File: src/rtl/multi_stream_mac.sv
// ---------------------------------------------------------------------------------------------
// multi_stream_mac
//
// Round-robin multiply-accumulate over NUM_CH AXI-Stream input channels that share a single
// weight stream. One channel is granted per vector. Each accepted beat adds in[g] * w to a
// signed accumulator. The vector closes on tlast, or when the beat count reaches max_len
// (if max_len is non-zero). The closing beat loads act(acc + product + bias), reduced to
// OUT_WIDTH, into the output register.
//
// Optional feature macro: MULTI_STREAM_MAC_SAT_EN
//   defined   -> the result saturates to the signed OUT_WIDTH range
//   undefined -> the result keeps the low OUT_WIDTH bits (wraps)
//
// Ports
//   ap_clk, ap_rst         : clock and synchronous active-high reset
//   s_axis_in_*            : per-channel input streams (tdata channel i at [i*IN_WIDTH +: IN_WIDTH])
//   s_axis_w_*             : shared weight stream
//   m_axis_out_*           : result stream; tuser carries the source channel
//   cfg_we/addr/wdata/rdata: register port, combinational read
//     addr 0 act_mode[0] (0 ReLU, 1 pass), addr 1 bias, addr 2 max_len[15:0],
//     addr 3 status {err_ch[7:4], err[0]}; any write to addr 3 clears it
// ---------------------------------------------------------------------------------------------
module multi_stream_mac #(
  parameter int unsigned NUM_CH    = 4,
  parameter int unsigned IN_WIDTH  = 8,
  parameter int unsigned W_WIDTH   = 8,
  parameter int unsigned ACC_WIDTH = 32,
  parameter int unsigned OUT_WIDTH = 16
) (
  input  logic                         ap_clk,
  input  logic                         ap_rst,
  input  logic [NUM_CH*IN_WIDTH-1:0]   s_axis_in_tdata,
  input  logic [NUM_CH-1:0]            s_axis_in_tvalid,
  output logic [NUM_CH-1:0]            s_axis_in_tready,
  input  logic [NUM_CH-1:0]            s_axis_in_tlast,
  input  logic [W_WIDTH-1:0]           s_axis_w_tdata,
  input  logic                         s_axis_w_tvalid,
  output logic                         s_axis_w_tready,
  output logic [OUT_WIDTH-1:0]         m_axis_out_tdata,
  output logic [$clog2(NUM_CH)-1:0]    m_axis_out_tuser,
  output logic                         m_axis_out_tvalid,
  input  logic                         m_axis_out_tready,
  input  logic                         cfg_we,
  input  logic [1:0]                   cfg_addr,
  input  logic [31:0]                  cfg_wdata,
  output logic [31:0]                  cfg_rdata
);

  localparam int unsigned ChW   = $clog2(NUM_CH);
  localparam int unsigned ProdW = IN_WIDTH + W_WIDTH;

  typedef enum logic [1:0] {StIdle, StAccum, StEmit} state_e;

  state_e r_state, w_state_next;

  logic [ChW-1:0]              r_grant, r_last_grant;
  logic signed [ACC_WIDTH-1:0] r_acc;
  logic [15:0]                 r_cnt;
  logic [OUT_WIDTH-1:0]        r_out_data;
  logic [ChW-1:0]              r_out_user;

  logic                        r_act_mode;
  logic signed [31:0]          r_bias;
  logic [15:0]                 r_max_len;
  logic                        r_err;
  logic [3:0]                  r_err_ch;

  logic [ChW-1:0]              w_rr_grant, w_rr_idx;
  logic                        w_rr_found;
  logic signed [IN_WIDTH-1:0]  w_in_g;
  logic signed [W_WIDTH-1:0]   w_wt;
  logic signed [ProdW-1:0]     w_prod;
  logic signed [ACC_WIDTH-1:0] w_acc_sum, w_final, w_act;
  logic [OUT_WIDTH-1:0]        w_result;
  logic [15:0]                 w_cnt_inc;
  logic                        w_beat, w_len_hit, w_last_beat, w_len_err;

  // ---------------------------------------------------------------------------
  // Round-robin pick: first valid channel at or after last_grant + 1 (mod NUM_CH)
  // ---------------------------------------------------------------------------
  always_comb begin
    w_rr_grant = r_last_grant;
    w_rr_found = 1'b0;
    w_rr_idx   = '0;
    for (int k = 1; k <= int'(NUM_CH); k++) begin
      w_rr_idx = ChW'((int'(r_last_grant) + k) % int'(NUM_CH));
      if (!w_rr_found && s_axis_in_tvalid[w_rr_idx]) begin
        w_rr_found = 1'b1;
        w_rr_grant = w_rr_idx;
      end
    end
  end

  // ---------------------------------------------------------------------------
  // Datapath
  // ---------------------------------------------------------------------------
  assign w_in_g    = s_axis_in_tdata[r_grant*IN_WIDTH +: IN_WIDTH];
  assign w_wt      = s_axis_w_tdata;
  assign w_prod    = w_in_g * w_wt;
  assign w_acc_sum = r_acc + ACC_WIDTH'(w_prod);
  // Bias joins only on the closing beat; it never enters the accumulator.
  assign w_final   = w_acc_sum + ACC_WIDTH'(r_bias);
  assign w_act     = (!r_act_mode && w_final[ACC_WIDTH-1]) ? '0 : w_final;

`ifdef MULTI_STREAM_MAC_SAT_EN
  localparam logic signed [ACC_WIDTH-1:0] SatMax =
      {{(ACC_WIDTH-OUT_WIDTH+1){1'b0}}, {(OUT_WIDTH-1){1'b1}}};
  localparam logic signed [ACC_WIDTH-1:0] SatMin =
      {{(ACC_WIDTH-OUT_WIDTH+1){1'b1}}, {(OUT_WIDTH-1){1'b0}}};

  always_comb begin
    if (w_act > SatMax) begin
      w_result = SatMax[OUT_WIDTH-1:0];
    end else if (w_act < SatMin) begin
      w_result = SatMin[OUT_WIDTH-1:0];
    end else begin
      w_result = w_act[OUT_WIDTH-1:0];
    end
  end
`else
  assign w_result = w_act[OUT_WIDTH-1:0];
`endif

  assign w_beat      = (r_state == StAccum) && s_axis_in_tvalid[r_grant] && s_axis_w_tvalid;
  assign w_cnt_inc   = r_cnt + 16'd1;
  assign w_len_hit   = (r_max_len != 16'd0) && (w_cnt_inc == r_max_len);
  assign w_last_beat = w_beat && (s_axis_in_tlast[r_grant] || w_len_hit);
  // A vector cut short by max_len leaves the rest of the packet for a later grant.
  assign w_len_err   = w_last_beat && w_len_hit && !s_axis_in_tlast[r_grant];

  // ---------------------------------------------------------------------------
  // FSM: state register
  // ---------------------------------------------------------------------------
  always_ff @(posedge ap_clk) begin
    if (ap_rst) begin
      r_state <= StIdle;
    end else begin
      r_state <= w_state_next;
    end
  end

  // FSM: next state
  always_comb begin
    w_state_next = r_state;
    case (r_state)
      StIdle:  if (w_rr_found) w_state_next = StAccum;
      StAccum: if (w_last_beat) w_state_next = StEmit;
      StEmit:  if (m_axis_out_tready) w_state_next = StIdle;
      default: w_state_next = StIdle;
    endcase
  end

  // FSM: outputs
  always_comb begin
    s_axis_in_tready  = '0;
    s_axis_w_tready   = 1'b0;
    m_axis_out_tvalid = 1'b0;
    case (r_state)
      StAccum: begin
        s_axis_in_tready[r_grant] = s_axis_w_tvalid;
        s_axis_w_tready           = s_axis_in_tvalid[r_grant];
      end
      StEmit:  m_axis_out_tvalid = 1'b1;
      default: ;
    endcase
  end

  // ---------------------------------------------------------------------------
  // Accumulator, grant and output registers
  // ---------------------------------------------------------------------------
  always_ff @(posedge ap_clk) begin
    if (ap_rst) begin
      r_grant      <= '0;
      r_last_grant <= ChW'(NUM_CH - 1);
      r_acc        <= '0;
      r_cnt        <= '0;
      r_out_data   <= '0;
      r_out_user   <= '0;
    end else begin
      if (r_state == StIdle && w_rr_found) begin
        r_grant <= w_rr_grant;
        r_acc   <= '0;
        r_cnt   <= '0;
      end
      if (w_beat) begin
        r_acc <= w_acc_sum;
        r_cnt <= w_cnt_inc;
      end
      if (w_last_beat) begin
        r_out_data <= w_result;
        r_out_user <= r_grant;
      end
      if (r_state == StEmit && m_axis_out_tready) begin
        r_last_grant <= r_grant;
      end
    end
  end

  assign m_axis_out_tdata = r_out_data;
  assign m_axis_out_tuser = r_out_user;

  // ---------------------------------------------------------------------------
  // Configuration / status registers
  // ---------------------------------------------------------------------------
  always_ff @(posedge ap_clk) begin
    if (ap_rst) begin
      r_act_mode <= 1'b0;
      r_bias     <= '0;
      r_max_len  <= '0;
      r_err      <= 1'b0;
      r_err_ch   <= '0;
    end else begin
      if (cfg_we) begin
        case (cfg_addr)
          2'd0: r_act_mode <= cfg_wdata[0];
          2'd1: r_bias     <= cfg_wdata;
          2'd2: r_max_len  <= cfg_wdata[15:0];
          2'd3: begin
            r_err    <= 1'b0;
            r_err_ch <= '0;
          end
          default: ;
        endcase
      end
      // A fresh error wins over a same-cycle clear so it is never lost.
      if (w_len_err) begin
        r_err    <= 1'b1;
        r_err_ch <= 4'(r_grant);
      end
    end
  end

  always_comb begin
    cfg_rdata = '0;
    case (cfg_addr)
      2'd0:    cfg_rdata = {31'd0, r_act_mode};
      2'd1:    cfg_rdata = r_bias;
      2'd2:    cfg_rdata = {16'd0, r_max_len};
      default: cfg_rdata = {24'd0, r_err_ch, 3'd0, r_err};
    endcase
  end

endmodule

File: config.mk
export PLATFORM = sky130hd
export DESIGN_NAME = multi_stream_mac
export DESIGN_NICKNAME = d
export VERILOG_FILES = /design/src/rtl/multi_stream_mac.sv
export SDC_FILE = /design/constraint.sdc
export NUM_CORES = 1
export LEC_CHECK = 0
export BUFFER_PORTS_ARGS = -buffer_cell sky130_fd_sc_hd__buf_4
export CORE_MARGIN = 1.5
export CORE_UTILIZATION = 45
export DETAILED_ROUTE_END_ITERATION = 10
export PLACE_DENSITY = 0.67
export SKIP_CTS_REPAIR_TIMING = 1
export SLEW_MARGIN = 20
export SYNTH_ARGS = -nofsm -noshare
export SYNTH_HDL_FRONTEND = slang
export SYNTH_SLANG_ARGS = --single-unit
File: constraint.sdc
create_clock -name ap_clk -period 10 [get_ports ap_clk]
set_clock_uncertainty 0.1 [all_clocks]
set_input_delay 0.5 -clock ap_clk [delete_from_list [all_inputs] [get_ports ap_clk]]
set_output_delay 0.5 -clock ap_clk [all_outputs]
set_load 0.01 [all_outputs]
After elaboration in Yosys (flattened, before gate mapping)

Index checks and enable logic that the tools add are counted.

Output and inout bits: 56
Word-level logic and storage cells: 108
Bits in writable memories: 0
Latch bits: 0
Input bits: 87
Bits in read-only memories: 0
Memories kept: 0
Bits in registers: 124

Eq/ne operators: 9
Divide/modulo/power cells: 0
Reduce and logical (&&, ||, !) cells: 30
Order comparisons: 6
Add/subtract/negate cells: 7
Mux-type cells: 41
Bitwise operators: 1
Multipliers: 1
Shifts and indexed selects: 1

Operators by type and width:

| operator              | count |
|---|---|
| $pmux 32 s3           | 1 |
| $mux 32               | 2 |
| $mux 16               | 3 |
| $add 32x16->32        | 1 |
| $add 32x32->32        | 1 |
| $shiftx 32x6->8       | 1 |
| $mux 2                | 10 |
| $add 16x1->16 const B | 1 |
| $eq 16x16->1          | 1 |
| $mul 8x8->16          | 1 |
| $mux 1                | 16 |
| $reduce_bool 16->1    | 1 |
| $lt 2x3->1 const B    | 5 |
| $logic_and 1x1->1     | 13 |
| $bmux 1 s2            | 6 |
| $reduce_and 2->1      | 4 |
| $eq 2x2->1 const B    | 3 |
| $ne 2x2->1 const B    | 3 |
| $pmux 2 s3            | 1 |
| $reduce_bool 2->1     | 3 |
| $logic_not 1->1       | 5 |
| $add 2x1->2 const B   | 2 |
| $add 2x2->2 const B   | 2 |
| $and 4x4->4           | 1 |
| other kinds (7)       | 9 |

Depth between registers and ports, before layout

Gate-level depths: netlist of the first run.

Depth after elaboration: 16
Mapped depth: 35
Depth with buffers taken out: 32

Worst setup path after synthesis of the first run

No wires, ideal clock.

Path kind: register to register
From: reg r_grant[0]
To: reg r_out_data[11], in the netlist m_axis_out_tdata[11]
Required time: 9.785 ns
Cell stages (with the launch flop): 30
Clock period less this slack: 8.618 ns
Setup slack: 1.382 ns
Arrival time: 8.403 ns
Setup time: 0.115 ns
Path buffers: 3
Path through: dfxtp_1 buf_2 mux4_2 and2_1 fa_1 inv_1 fa_1 inv_1 fa_1 fa_1 ha_1 ha_1 clkbuf_1 and3_1 nand3_1 o211ai_1 a221o_1 nand2_1 and2_1 xnor2_1 ha_1 nand4_1 or4_1 or3_1 o21ai_0 xnor2_1 a211o_1 nand4b_4 buf_12 o2bb2ai_2

Word-level cells in the longest chain between the ends: 6
Elaborated cells on any way between the ends: 14
Those cells by class: add/sub: 2; mul: 1; shift: 1; mux: 5; reduce/logical: 5

RTL lines:

| what                     | line | source |
|---|---|---|
| start: declaration       | 56   | `logic [ChW-1:0] r_grant, r_last_grant;` |
| start signal: assignment | 181  | `r_grant <= w_rr_grant;` |
| $shiftx 32x6->8          | 97   | `assign w_in_g = s_axis_in_tdata[r_grant*IN_WIDTH +: IN_WIDTH];` |
| $mul 8x8->16             | 99   | `assign w_prod = w_in_g * w_wt;` |
| $add 32x16->32           | 100  | `assign w_acc_sum = r_acc + ACC_WIDTH'(w_prod);` |
| $add 32x32->32           | 102  | `assign w_final = w_acc_sum + ACC_WIDTH'(r_bias);` |
| $logic_and 1x1->1        | 103  | `assign w_act = (!r_act_mode && w_final[ACC_WIDTH-1]) ? '0 : w_final;` |
| $mux 16                  | 103  |  |
| end signal: assignment   | 190  | `r_out_data <= w_result;` |
| end: declaration         | 59   | `logic [OUT_WIDTH-1:0] r_out_data;` |

Parallel ways exist; a longest one is shown, timed or not. The select of a mux whose other input is x is not followed.
A chain may end at the register's enable or synchronous reset.

Worst setup path in the final report of the first run

From: reg r_grant[0]
To: reg r_out_data[1], in the netlist m_axis_out_tdata[1]

Same word-level chain as after synthesis.

==> results of run 1 <==
layer usage:
| metal | GRT usage (%) | vias up | part of all wire [%] |
|---|---|---|---|
| met2 | 40.7 | 302 | 48 |
| met1 | 33.3 | 5087 | 45 |
| met4 | 7.41 | 0 | 2.1 |
| li1 | - | 4982 | - |
| met5 | 0 | - | 0 |
| met3 | 4.44 | 51 | 5.5 |
worst min-delay path, delay by kind of cell:
family	cells	cell delay [ns]
AO/OA/AOI/OAI	1	0.05
buffers and inverters	1	0.11
AND/OR/NAND/NOR	1	0.04
path summary, 6_finish.rpt:
| path | end | slack, ns | cells after the start |
|---|---|---|---|
| min | r_bias[19]$_SDFFE_PP0P_ | 0.20 | 3 |
| max reg2reg | m_axis_out_tdata[1]$_SDFFE_PP0P_ | 0.76 | 28 |
| min reg2reg | r_acc[6]$_SDFFE_PP0P_ | 0.37 | 2 |
| max | m_axis_out_tdata[1]$_SDFFE_PP0P_ | 0.76 | 28 |
cell usage after synthesis, types with 15 or more instances:
cell / number
ha_1: 102
a21oi_1: 127
a21o_1: 18
a22o_1: 15
and2_1: 53
nor3_1: 17
nand2_1: 194
nor2_1: 69
nand3_1: 45
fa_1: 137
clkbuf_1: 45
xor2_1: 21
a31oi_1: 15
dfxtp_1: 124
xnor2_1: 46
inv_1: 125
o21ai_0: 35
sequential cells by signal (all words and copies together) (netlist names):
| register | flops |
|---|---|
| m_axis_out_tuser | 2 |
| r_cnt | 16 |
| r_err_ch | 2 |
| m_axis_out_tdata | 16 |
| r_acc | 32 |
| r_act_mode | 1 |
| r_last_grant | 2 |
| r_err | 1 |
| r_state | 2 |
| r_grant | 2 |
| r_max_len | 16 |
| r_bias | 32 |
per-stage QoR:
stage                     cell area (um^2)  worst slack [ns]  utilization (%)  std cells
final                                14300             0.761             53.0       1858
after detailed placement             13700             0.599             50.8       1826
after global placement               13700             0.721             50.8       1826
after global routing                 14300            0.0431             53.0       1858
after floorplan                      12400              1.38                -       1390
after CTS                            14300             0.706             53.0       1858
area by class of cell:
| class | instances | area (um^2) |
|---|---|---|
| Timing Repair Buffer | 153 | 1150 |
| Sequential cell | 124 | 2480 |
| Tap cell | 341 | 427 |
| Fill cell | 2485 | 12700 |
| Multi-Input combinational cell | 1082 | 9170 |
| Clock inverter | 15 | 166 |
| Clock buffer | 17 | 425 |
| Inverter | 126 | 473 |
cells by family after synthesis:
kind of cell	share of synthesized area (%)
buffers and inverters	5.84
XOR/XNOR	4.74
AND/OR/NAND/NOR	18.5
flip-flops	20.1
adder cells (fa/ha/maj)	32.5
AO/OA/AOI/OAI	15.6
multiplexers	2.67
==> qor.csv, run 1 <==
stage;metric;value;unit
global_routing;first-pass GRT wire length;55100;um
placement;DP Wirelength;26100;um
floorplan;die area;0.0285;mm^2
worst_hold_path;HP Class;in2reg;
sta;Hold WS;0.204;ns
sta;Final Hold Fails;0;
synthesis;async set or reset register ratio after synthesis;0;%
final_layout;ratio of cells with drive above 1 in the final layout;15.2;%
sta;f_max;108;MHz
synthesis;post-synthesis cell type count;74;
clocking;Worst-path clk slew;0.07;ns
worst_hold_path;hold path startpoint;cfg_wdata[19];
drt;vias;10422;
final_layout;leading cell type in the layout, fill and taps excluded;nand2_1;
floorplan;io pins;143;
floorplan;Chip Height;169;um
drt;Post-DRT Antenna Nets;0;
global_routing;gr usage total;24.7;%
status;run status;finished with violations;
critical_path;CP most frequent cell;fa_1;
sta;Worst-Margin Slew;1.17;ns
clocking;CTS tree;done;
sta;Final setup viols;0;
critical_path;WP data arrival;9.49;ns
critical_path;CP max stage cell;fa_1;
synthesis;Area contributors post-synth;fa_1 (22%), dfxtp_1 (20%), ha_1 (10%), nand2_1 (5.9%), a21oi_1 (5.1%);
drt;total iterations of the first detailed-routing run;8;
final_layout;most frequent cells in the layout;nand2_1 (193), buf_4 (153), fa_1 (137), a21oi_1 (127), inv_1 (125);
synthesis;Post-synth EDFFs;0;
final_layout;antenna fix cells;0;
critical_path;CP Buf/Inv Count;2;
synthesis;Mapped Avg Cell Area;8.90;um^2
sta;period utilization;92.4;%
placement;Buffers on Ports;142;
placement;GP Congestion;0.910;
critical_path;Slowest Stage Delay on Critical Path;0.92;ns
clocking;Inserted Clock Buffers;17;
clocking;H-tree depth;4;
drt;Iter 0 DRT Violations;630;
final_layout;nets@finish;1830;
critical_path;WS Path Type;reg2reg;
global_routing;vias in the first global route;10389;
clocking;CTS root buf;clkbuf_16;
sta;Final min period;9.24;ns
clocking;clock latency on the worst-skew pair;0.44;ns
global_routing;largest net degree at the start of global routing;72;
drt;Routed WL;33600;um
final_layout;area delta synth->final;15.6;%
critical_path;crit start category;register;
clocking;Clock Path Buffers;2;
synthesis;cell taking the most area after synthesis;fa_1;
sta;Slew HR;22.0;%
synthesis;top-area cell type share of the netlist area;22.2;%
synthesis;Cells after Synth;1390;
drt;drt wl/cell;18.1;um
synthesis;Synth Flop Type;dfxtp_1;
floorplan;core box area;0.0270;mm^2
job;Max-Cap Viols;0;
sta;setup TNS;0;ns
sta;unrepaired setup endpoints after global routing;no;
sta;Pins Over Slew Limit;0;
synthesis;Post-Syn Nets;1716;
floorplan;cell row count;60;
synthesis;Yosys reg bits;124;
clocking;clk sink count;124;
status;failing checks;design-rule violations;
floorplan;Starting Density;45.9;%
floorplan;Die W;169;um
critical_path;critical path peak fanout;16;
critical_path;RR Startpoint;r_grant[0]$_SDFFE_PP0P_;
drt;via/cell ratio;5.61;
global_routing;initial antenna violation count;0;
critical_path;WP data required;10.25;ns
global_routing;GRT Residual Overflow;0;
synthesis;synthesized area;0.0124;mm^2
critical_path;CP delay by family, top;adder cells;
critical_path;Worst Setup End Kind;register;
synthesis;sequential area share after synthesis;20.1;%
drt;DRC violations left;2;
critical_path;Critical Path Source;r_grant[0]$_SDFFE_PP0P_;
synthesis;Yosys Warn Count;0;
Power of run 1 is not shown: default switching activity piles up to over one toggle a cycle in this logic, so the estimate is an artifact.
==> inputs of run 2 (changes only) <==
ABC_AREA = 1   (was default)
==> run 2 against run 1 <==
The flow now finishes without violations. Maximum frequency up 3.1%. Synthesized area up 2.3%. Cell count up 19%. Register-to-register slack better by 0.28 ns. Non-clock buffer count down 4. Die area up 2.3%. Sequential cell count unchanged. Clock-buffer cell count up 3. Hold slack better by 0.051 ns. Critical path depth up 3. Setup slack better by 0.28 ns. Synthesized cell count up 22%.
==> qor.csv, run 2 <==
stage;metric;value;unit
final_layout;area delta synth->final;15.8;%
global_routing;GR Layer Usage met1;33.8;%
synthesis;most frequent cell after synthesis;nand2_1;
placement;DP Wirelength;27600;um
final_layout;most frequent cells in the layout;nand2_1 (344), inv_1 (269), a21oi_1 (172), nor2_1 (149), buf_4 (149);
clocking;Clock Path Buffers;2;
global_routing;first-pass GRT wire length;56700;um
sta;Slew HR;27.1;%
final_layout;leading cell type in the layout, fill and taps excluded;nand2_1;
placement;Buffers on Ports;142;
drt;Post-DRT Antenna Nets;0;
synthesis;synthesized area;0.0127;mm^2
sta;Final min period;8.96;ns
status;run status;completed;
floorplan;Starting Density;45.7;%
synthesis;Post-synth EDFFs;0;
synthesis;cell taking the most area after synthesis;fa_1;
placement;GP Congestion;0.898;
sta;setup TNS;0;ns
sta;unrepaired setup endpoints after global routing;no;
critical_path;CP max stage cell;fa_1;
synthesis;Mapped Avg Cell Area;7.49;um^2
synthesis;async set or reset register ratio after synthesis;0;%
sta;Final setup viols;0;
final_layout;antenna fix cells;0;
floorplan;io pins;143;
synthesis;Yosys reg bits;124;
drt;drt wl/cell;15.7;um
synthesis;top post-synthesis cells by count;nand2_1 (345), inv_1 (272), a21oi_1 (172), nor2_1 (151), fa_1 (137);
critical_path;WP data required;10.22;ns
critical_path;reg2reg path depth;31;
clocking;CTS tree;done;
synthesis;Cells after Synth;1691;
floorplan;core box area;0.0277;mm^2
global_routing;grt met2 use;41.0;%
global_routing;met3 Usage GRT;3.47;%
sta;f_max;112;MHz
sta;Worst-Margin Slew;1.09;ns
drt;vias;11551;
clocking;Inserted Clock Buffers;17;
critical_path;Slowest Stage Delay on Critical Path;0.94;ns
drt;total iterations of the first detailed-routing run;5;
worst_hold_path;hold depth;3;
global_routing;vias in the first global route;11223;
floorplan;Chip Height;171;um
synthesis;Yosys Warn Count;0;
critical_path;WP data arrival;9.18;ns
synthesis;post-synthesis cell type count;48;
synthesis;Area contributors post-synth;fa_1 (22%), dfxtp_1 (20%), nand2_1 (10%), ha_1 (10%), inv_1 (8.1%);
drt;Routed WL;34700;um
floorplan;Die W;171;um
global_routing;global routing's busiest layer;met2;
synthesis;Post-Syn Nets;2017;
sta;Pins Over Slew Limit;0;
drt;DRC violations left;0;
sta;period utilization;89.6;%
critical_path;Worst Setup End Kind;register;
job;Max-Cap Viols;0;
sta;Final Hold Fails;0;
clocking;clk sink count;124;
synthesis;sequential area share after synthesis;19.6;%
global_routing;initial antenna violation count;0;
synthesis;top-area cell type share of the netlist area;21.7;%
clocking;H-tree depth;4;
final_layout;largest registers;r_acc (32), r_bias (32);
critical_path;crit start category;register;
global_routing;gr usage total;24.8;%
clocking;Worst-path clk slew;0.06;ns
global_routing;GRT Residual Overflow;0;
critical_path;setup slack, reg-to-reg;1.04;ns
critical_path;critical path peak fanout;13;
drt;via/cell ratio;5.23;
critical_path;WS Path Type;reg2reg;
clocking;CTS root buf;clkbuf_16;
drt;Iter 0 DRT Violations;949;
worst_hold_path;HP Class;in2reg;
global_routing;largest net degree at the start of global routing;65;
floorplan;die area;0.0291;mm^2
final_layout;ratio of cells with drive above 1 in the final layout;12.1;%
clocking;clock latency on the worst-skew pair;0.43;ns
floorplan;cell row count;61;
synthesis;Synth Flop Type;dfxtp_1;
final_layout;nets@finish;2143;
-- run 2: cell count changes in the layout (fill, tap and decap cells not counted), sizes merged, moves of 14 or more --
| cell | change |
|---|---|
| nor2 | +90 |
| a21oi | +46 |
| o2bb2ai | -17 |
| xnor2 | -28 |
| a21o | -14 |
| nand3 | +36 |
| nand2 | +158 |
| o21ai | +51 |
| inv | +140 |
| and2 | -47 |
-- run 2: worst paths after layout --
check,endpoint,start
hold reg to reg,r_acc[6]$_SDFFE_PP0P_,r_acc[6]$_SDFFE_PP0P_
setup reg to reg,m_axis_out_tdata[1]$_SDFFE_PP0P_,r_grant[0]$_SDFFE_PP0P_
hold / removal,r_bias[20]$_SDFFE_PP0P_,cfg_wdata[20]
setup / recovery,m_axis_out_tdata[1]$_SDFFE_PP0P_,r_grant[0]$_SDFFE_PP0P_
-- run 2: per-stage QoR --
stage	setup WS, ns	hold WS, ns	utilization (%)	cell area (um^2)	std cells
global route	0.0642	0.257	52.9	14700	2208
finish	1.04	0.254	52.9	14700	2208
floorplan	1.38	0.339	-	12700	1691
detailed placement	0.978	0.355	50.7	14100	2176
CTS	0.934	0.241	52.9	14700	2208
global placement	1.15	0.353	50.7	14100	2176
-- run 2: area by class of cell --
type,instances,area [um^2]
Timing Repair Buffer,149,1120
Sequential cell,124,2480
Clock buffer,20,457
Clock inverter,12,139
Inverter,277,1040
Tap cell,378,473
Multi-Input combinational cell,1248,8940
Fill cell,2671,13100
-- run 2: critical path, delay by kind of cell, from the launching register on --
kind,cells,cell delay [ns]
AND/OR/NAND/NOR,11,1.82
flip-flops,1,0.52
buffers and inverters,5,1.12
adder cells (fa/ha/maj),7,3.57
AO/OA/AOI/OAI,8,1.69
-- run 2: logic make-up after synthesis --
kind of cell    count (synthesis)  share of synthesized area [%]
fa+ha+maj                     239                           31.7
simple gates                  641                           21.3
buf+inv                       319                           9.83
flops                         124                           19.6
xor+xnor                       43                           3.31
compound gates                325                           14.3
-- run 2: layer usage --
metal  wire length (um)  part of all wire (%)
met2              16000                    46
met5                  0                     0
met3               2010                   5.8
met1              15900                    46
met4                792                   2.3
Power of run 2 is left out for the same reason.
